`src/rtl/pwm_sched_pkg.sv`:
```
// Shared types and widths for the PWM duty scheduler.
package pwm_sched_pkg;

    localparam int unsigned DUTY_W   = 11;
    localparam int unsigned SPD_W    = 12;
    localparam logic [10:0] PRD_LAST = 11'h7FF;

    typedef enum logic [1:0] {
        IDLE  = 2'd0,
        RUN   = 2'd1,
        DECEL = 2'd2,
        DWELL = 2'd3
    } ch_state_t;

endpackage

```
`src/rtl/pwm_ch_sched.sv`:
```
// One PWM channel: signed speed to saturated magnitude, per-period slew and
// the decel/dwell sequence that guards every direction reversal.
module pwm_ch_sched
    import pwm_sched_pkg::*;
#(
    parameter int unsigned STEP     = 64,
    parameter int unsigned MAX_DUTY = 2000
) (
    input  logic              clk,
    input  logic              rst_n,
    input  logic              tick,
    input  logic              en,
    input  logic [SPD_W-1:0]  spd,
    output logic [DUTY_W-1:0] duty,
    output logic              rev
);

    localparam logic [11:0] STEP_W = 12'(STEP);
    localparam logic [11:0] MAX_W  = 12'(MAX_DUTY);

    ch_state_t         state_q, state_d;
    logic [10:0]       duty_q, duty_d;
    logic              rev_q, rev_d;

    logic [11:0]       mag;
    logic [11:0]       tgt_mag;
    logic              tgt_rev;
    logic              hold_dir;
    logic [11:0]       duty12;
    logic [11:0]       up;
    logic [11:0]       dn;
    logic [11:0]       slew;

    // Target magnitude/direction and the slewed duty toward it.
    always_comb begin
        // -2048 negates to 12'h800, read as unsigned 2048, then saturates.
        mag      = spd[11] ? (~spd + 12'd1) : spd;
        tgt_mag  = (mag > MAX_W) ? MAX_W : mag;
        tgt_rev  = spd[11];
        hold_dir = (spd == '0) || (tgt_rev == rev_q);
        duty12   = {1'b0, duty_q};
        up       = duty12 + STEP_W;
        dn       = duty12 - STEP_W;
        if (duty12 < tgt_mag) begin
            slew = (up > tgt_mag) ? tgt_mag : up;
        end else if (duty12 > tgt_mag) begin
            slew = ((duty12 - tgt_mag) > STEP_W) ? dn : tgt_mag;
        end else begin
            slew = tgt_mag;
        end
    end

    // Channel FSM; state only moves on a period tick, except the enable kill.
    always_comb begin
        state_d = state_q;
        duty_d  = duty_q;
        rev_d   = rev_q;
        if (!en) begin
            state_d = IDLE;
            duty_d  = '0;
            rev_d   = 1'b0;
        end else if (tick) begin
            unique case (state_q)
                IDLE: begin
                    rev_d   = tgt_rev;
                    duty_d  = (tgt_mag > STEP_W) ? STEP_W[10:0] : tgt_mag[10:0];
                    state_d = RUN;
                end
                RUN, DECEL: begin
                    if (hold_dir) begin
                        duty_d  = slew[10:0];
                        state_d = RUN;
                    end else if (duty12 > STEP_W) begin
                        duty_d  = dn[10:0];
                        state_d = DECEL;
                    end else begin
                        duty_d  = '0;
                        state_d = DWELL;
                    end
                end
                DWELL: begin
                    if (spd != '0) begin
                        rev_d = tgt_rev;
                    end
                    duty_d  = '0;
                    state_d = RUN;
                end
            endcase
        end
    end

    // Channel state registers.
    always_ff @(posedge clk or negedge rst_n) begin
        if (!rst_n) begin
            state_q <= IDLE;
            duty_q  <= '0;
            rev_q   <= 1'b0;
        end else begin
            state_q <= state_d;
            duty_q  <= duty_d;
            rev_q   <= rev_d;
        end
    end

    assign duty = duty_q;
    assign rev  = rev_q;

endmodule

```
`src/rtl/pwm_duty_sched.sv`:
```
// Two-channel PWM duty scheduler: shared period counter plus left/right
// channel schedulers that only update on the period boundary.
module pwm_duty_sched
    import pwm_sched_pkg::*;
#(
    parameter int unsigned STEP     = 64,
    parameter int unsigned MAX_DUTY = 2000
) (
    input  logic              clk,
    input  logic              rst_n,
    input  logic              en,
    input  logic [SPD_W-1:0]  lft_spd,
    input  logic [SPD_W-1:0]  rght_spd,
    output logic [DUTY_W-1:0] lft_duty,
    output logic [DUTY_W-1:0] rght_duty,
    output logic              lft_rev,
    output logic              rght_rev,
    output logic              prd_tick
);

    logic [10:0] cnt_q, cnt_d;

    // Free-running period counter, phase-aligned with the PWM counters.
    always_comb begin
        cnt_d = cnt_q + 11'd1;
    end

    // Period counter register.
    always_ff @(posedge clk or negedge rst_n) begin
        if (!rst_n) begin
            cnt_q <= '0;
        end else begin
            cnt_q <= cnt_d;
        end
    end

    assign prd_tick = (cnt_q == PRD_LAST);

    pwm_ch_sched #(
        .STEP     (STEP),
        .MAX_DUTY (MAX_DUTY)
    ) u_lft (
        .clk   (clk),
        .rst_n (rst_n),
        .tick  (prd_tick),
        .en    (en),
        .spd   (lft_spd),
        .duty  (lft_duty),
        .rev   (lft_rev)
    );

    pwm_ch_sched #(
        .STEP     (STEP),
        .MAX_DUTY (MAX_DUTY)
    ) u_rght (
        .clk   (clk),
        .rst_n (rst_n),
        .tick  (prd_tick),
        .en    (en),
        .spd   (rght_spd),
        .duty  (rght_duty),
        .rev   (rght_rev)
    );

endmodule

```
`config.mk`:
```
export PLATFORM = sky130hd
export DESIGN_NAME = pwm_duty_sched
export DESIGN_NICKNAME = d
export VERILOG_FILES = /design/src/rtl/pwm_sched_pkg.sv /design/src/rtl/pwm_ch_sched.sv /design/src/rtl/pwm_duty_sched.sv
export SDC_FILE = /design/constraint.sdc
export NUM_CORES = 1
export LEC_CHECK = 0
export ABC_AREA = 1
export CAP_MARGIN = 20
export CORE_ASPECT_RATIO = 1.5
export CORE_MARGIN = 2
export CORE_UTILIZATION = 42
export CTS_CLUSTER_DIAMETER = 60
export DETAILED_ROUTE_END_ITERATION = 7
export SLEW_MARGIN = 20
export SYNTH_ARGS = -nofsm -noshare
export SYNTH_HDL_FRONTEND = slang
export SYNTH_SLANG_ARGS = --single-unit
```
`constraint.sdc`:
```
create_clock -name clk -period 3 [get_ports clk]
set_input_delay 0.9 -clock clk [delete_from_list [all_inputs] [get_ports clk]]
set_output_delay 0.9 -clock clk [all_outputs]
set_load 0.1 [all_outputs]
```
==> summary.md <==
| Metric | Value |
|---|---|
| Clock Root Buffer | clkbuf_16 |
| Clk pwr share | approximately 33% |
| Clk slew on worst S/H paths | about 70 ps |
| Overall Power | between 1.5 and 2 mW |
| First-pass GRT wire length | 29.2 mm |
| Top-area cell type share of the netlist area | 19.2% |
| CP required | approximately 3200 ps |
| Pre-antenna DRT Iters | 4 |
| Final clock skew | 12.4 ps |
| CP Class | in2reg |
| Vias in the first global route | approximately 6,600 |
| Fmax achieved | 0.248 GHz |
| Final setup margin | -1040 ps |
| Gate power share | 40.6% |
| Vias per std cell | 5.02 |
| Via count | 6,346 |
| Row count | 50 |
| Antenna diodes | 0 |
| DIE HEIGHT | 141 µm |
| Avg Cell Area, Syn | 6.08 µm² |
| Placed insts | roughly 1,200 |
| Critical path arrival | 4230 ps |
| Yosys cell types | between 40 and 50 |
| Max Slew Vio Count | 0 |
| Synth Register Bits | 39 |
| # port buffers | 51 |
| Worst hold path type | reg2reg |
| Core Util, Final | 66.7% |
| Most common library cells after synthesis | nand2_1, inv_1, nand3_1 |
| Max-cap violations | 0 |
| Largest net degree at the start of global routing | 40 |
| Most numerous cell in the Yosys netlist | nand2_1 |
| Cell taking the most area after synthesis | nand2_1 |
| H-tree depth | 2 |
| Synth warn | 0 |
| Initial antenna violation count | 0 |
| Layout area overhead | 56.8% |
| DP HPWL | 14.4 mm |
| Relative slew slack | roughly 38% |
| Predominant post-synthesis flop cell | dfrtp_1 |
| Sequential area share after synthesis | 18.6% |
| Sink Count | 39 |
| Total track usage | 27.3% |
| Flop pwr share | between 20 and 30% |
| CP max stage cell | fa_2 |
| Io pins | 52 |
| Routed Antenna Nets | 0 |
| CTS tree | built |
| Period utilisation layout | 135% |
| Startpoint Class | input port |
| RSZ-0062 raised after global routing | true |
| P_leak | 4.39 nW |
| Pwr Density | 242 mW/mm² |
| Async SR Flop Fraction | 100% |
| RD Place Congestion | 1.00 |
| Initial Util | 42.5% |
| Net load switching power | 667 µW |
| Setup slack at placement | -1870 ps |
| Mapped Cells | 862 |
| Core Area | 0.0123 mm² |
| Fin. Hold Viols | 0 |
| DIE WIDTH | 95.2 µm |
| Fillers | 1,107 |
| WL/cell | 14.4 µm |
| Final setup violation count | 22 |
| CTS Buf Count | 5 |
| Fraction of layout cells with a size suffix above 1 | 38.2% |
| Clk Latency, worst-skew pair | roughly 290 ps |
| DRC | 0 |
| Initial drt markers | 206 |
| Worst-path fanout max | 6 |
| EDFF count, synth | 0 |
| Endpoint class of the critical path | register |
| CP max stage delay | between 500 and 600 ps |
| Failing checks | setup timing |
| Worst slew pin tran | 923 ps |
| Post-Syn Area | 0.00524 mm² |
| Final min period | 4040 ps |
| CP dominant cell by count | nand2_1 |
| Max Root-Sink Buffers | 2 |
| Routed WL | around 18 mm |
| Status | finished, violations left |
| Finished Layout Cells | 1,264 |
| Int Pwr | 1.32 mW |
| Total grt overflow | 0 |
| Worst VDD drop | 0.257 mV |
| Die footprint | 0.0134 mm² |
| Synth top area cells | nand2_1, dfrtp_1, ha_1 |
| Final #Nets | 1,187 |
| Sw frac | 33.6% |
[flip-flops by register name, summed over array words and instances, names as in the netlist]
register,cells
u_lft.rev,1
u_lft.state_q,2
u_rght.rev,1
u_rght.state_q,2
cnt_q,11
u_rght.duty,11
u_lft.duty,11
[worst max-delay path: cells and delay by family]
kind,cells,cell delay [ps]
adders and majority gates,3,840
and+or+nand+nor,25,2240
buffers and inverters,2,150
AOI/OAI and AO/OA,1,70
[power by group through the flow]
stage	logic, mW	registers, mW	clock network, mW
after CTS	0.767	0.533	0.663
after global placement	0.677	0.543	0
after global routing	0.877	0.534	0.678
after detailed placement	0.687	0.543	0
final	0.807	0.534	0.648
after floorplan	0.322	0.566	0
[per-stage QoR]
step	hold WS, ps	TNS, ps	instance area (µm²)
2_1_floorplan	422	-18810	5430
3_3_place_gp	443	-38760	7210
3_5_place_dp	445	-39470	7210
4_1_cts	453	-21250	8010
5_1_grt	470	-27010	8220
6_report	449	-21670	8220
[placed cells by master (no fill, tap or decap), drive strengths merged, types with 2 or more instances in the layout]
cell	n
nand2	286
buf	226
inv	142
nand3	91
nor2	91
ha	51
dfrtp	39
a21oi	34
xor2	28
o21ai	21
nand4	16
nor3	13
clkbuf	11
nand3b	7
clkdlybuf4s15	6
nor4	6
o22ai	6
xnor2	4
dlygate4sd2	4
o211ai	3
clkinvlp	2
o311ai	2
o31ai	2
o2111ai	2
or2	2
fa	2
conb	2
clkdlybuf4s50	2
[worst paths after layout]
kind / depth (start not counted) / startpoint / to / slack, ps
worst min register to register: 1 / cnt_q[0] / cnt_q[0] / 450
max in group asynchronous: 1 / rst_n / cnt_q[1] / 1670
min in group asynchronous: 1 / rst_n / u_lft.duty[0] / 740
worst max register to register: 18 / u_lft.duty[6] / u_lft.duty[1] / 80
worst min-delay path: 1 / cnt_q[0] / cnt_q[0] / 450
worst max-delay path: 31 / rght_spd[1] / u_rght.duty[8] / -1040
[area by class of cell]
type / instances / area (µm²) / area share [%]
Clock inverter: 2 / 38.8 / 0.472
Sequential cell: 39 / 976 / 11.9
Timing Repair Buffer: 244 / 1900 / 23.1
Clock buffer: 6 / 139 / 1.69
Tap cell: 156 / 195 / 2.38
Inverter: 143 / 573 / 6.98
Multi-Input combinational cell: 674 / 4390 / 53.5
[repair_timing]
action                     4_1_cts  5_1_grt
hold buffers                     0        0
pin swaps                       81       65
setup buffers                   34        5
resized for setup              145       66
setup endpoints to repair       22       22
[cell families after synthesis]
kind of cell	Yosys count	synth area share [%]
and+or+nand+nor	513	44.0
buffers and inverters	150	10.9
AOI/OAI and AO/OA	74	8.07
adders and majority gates	53	12.9
DFF	39	18.6
xor gates and xnor gates	32	5.35
other	1	0.0716
[per-layer routing]
metal | GRT usage (%) | routed length [µm]
met1 | 24.8 | 6340
met2 | 55.8 | 10500
met3 | 1.98 | 320
met5 | 0 | 0
met4 | 15.7 | 1050
Note: power is estimated with default switching activity, not from simulation.
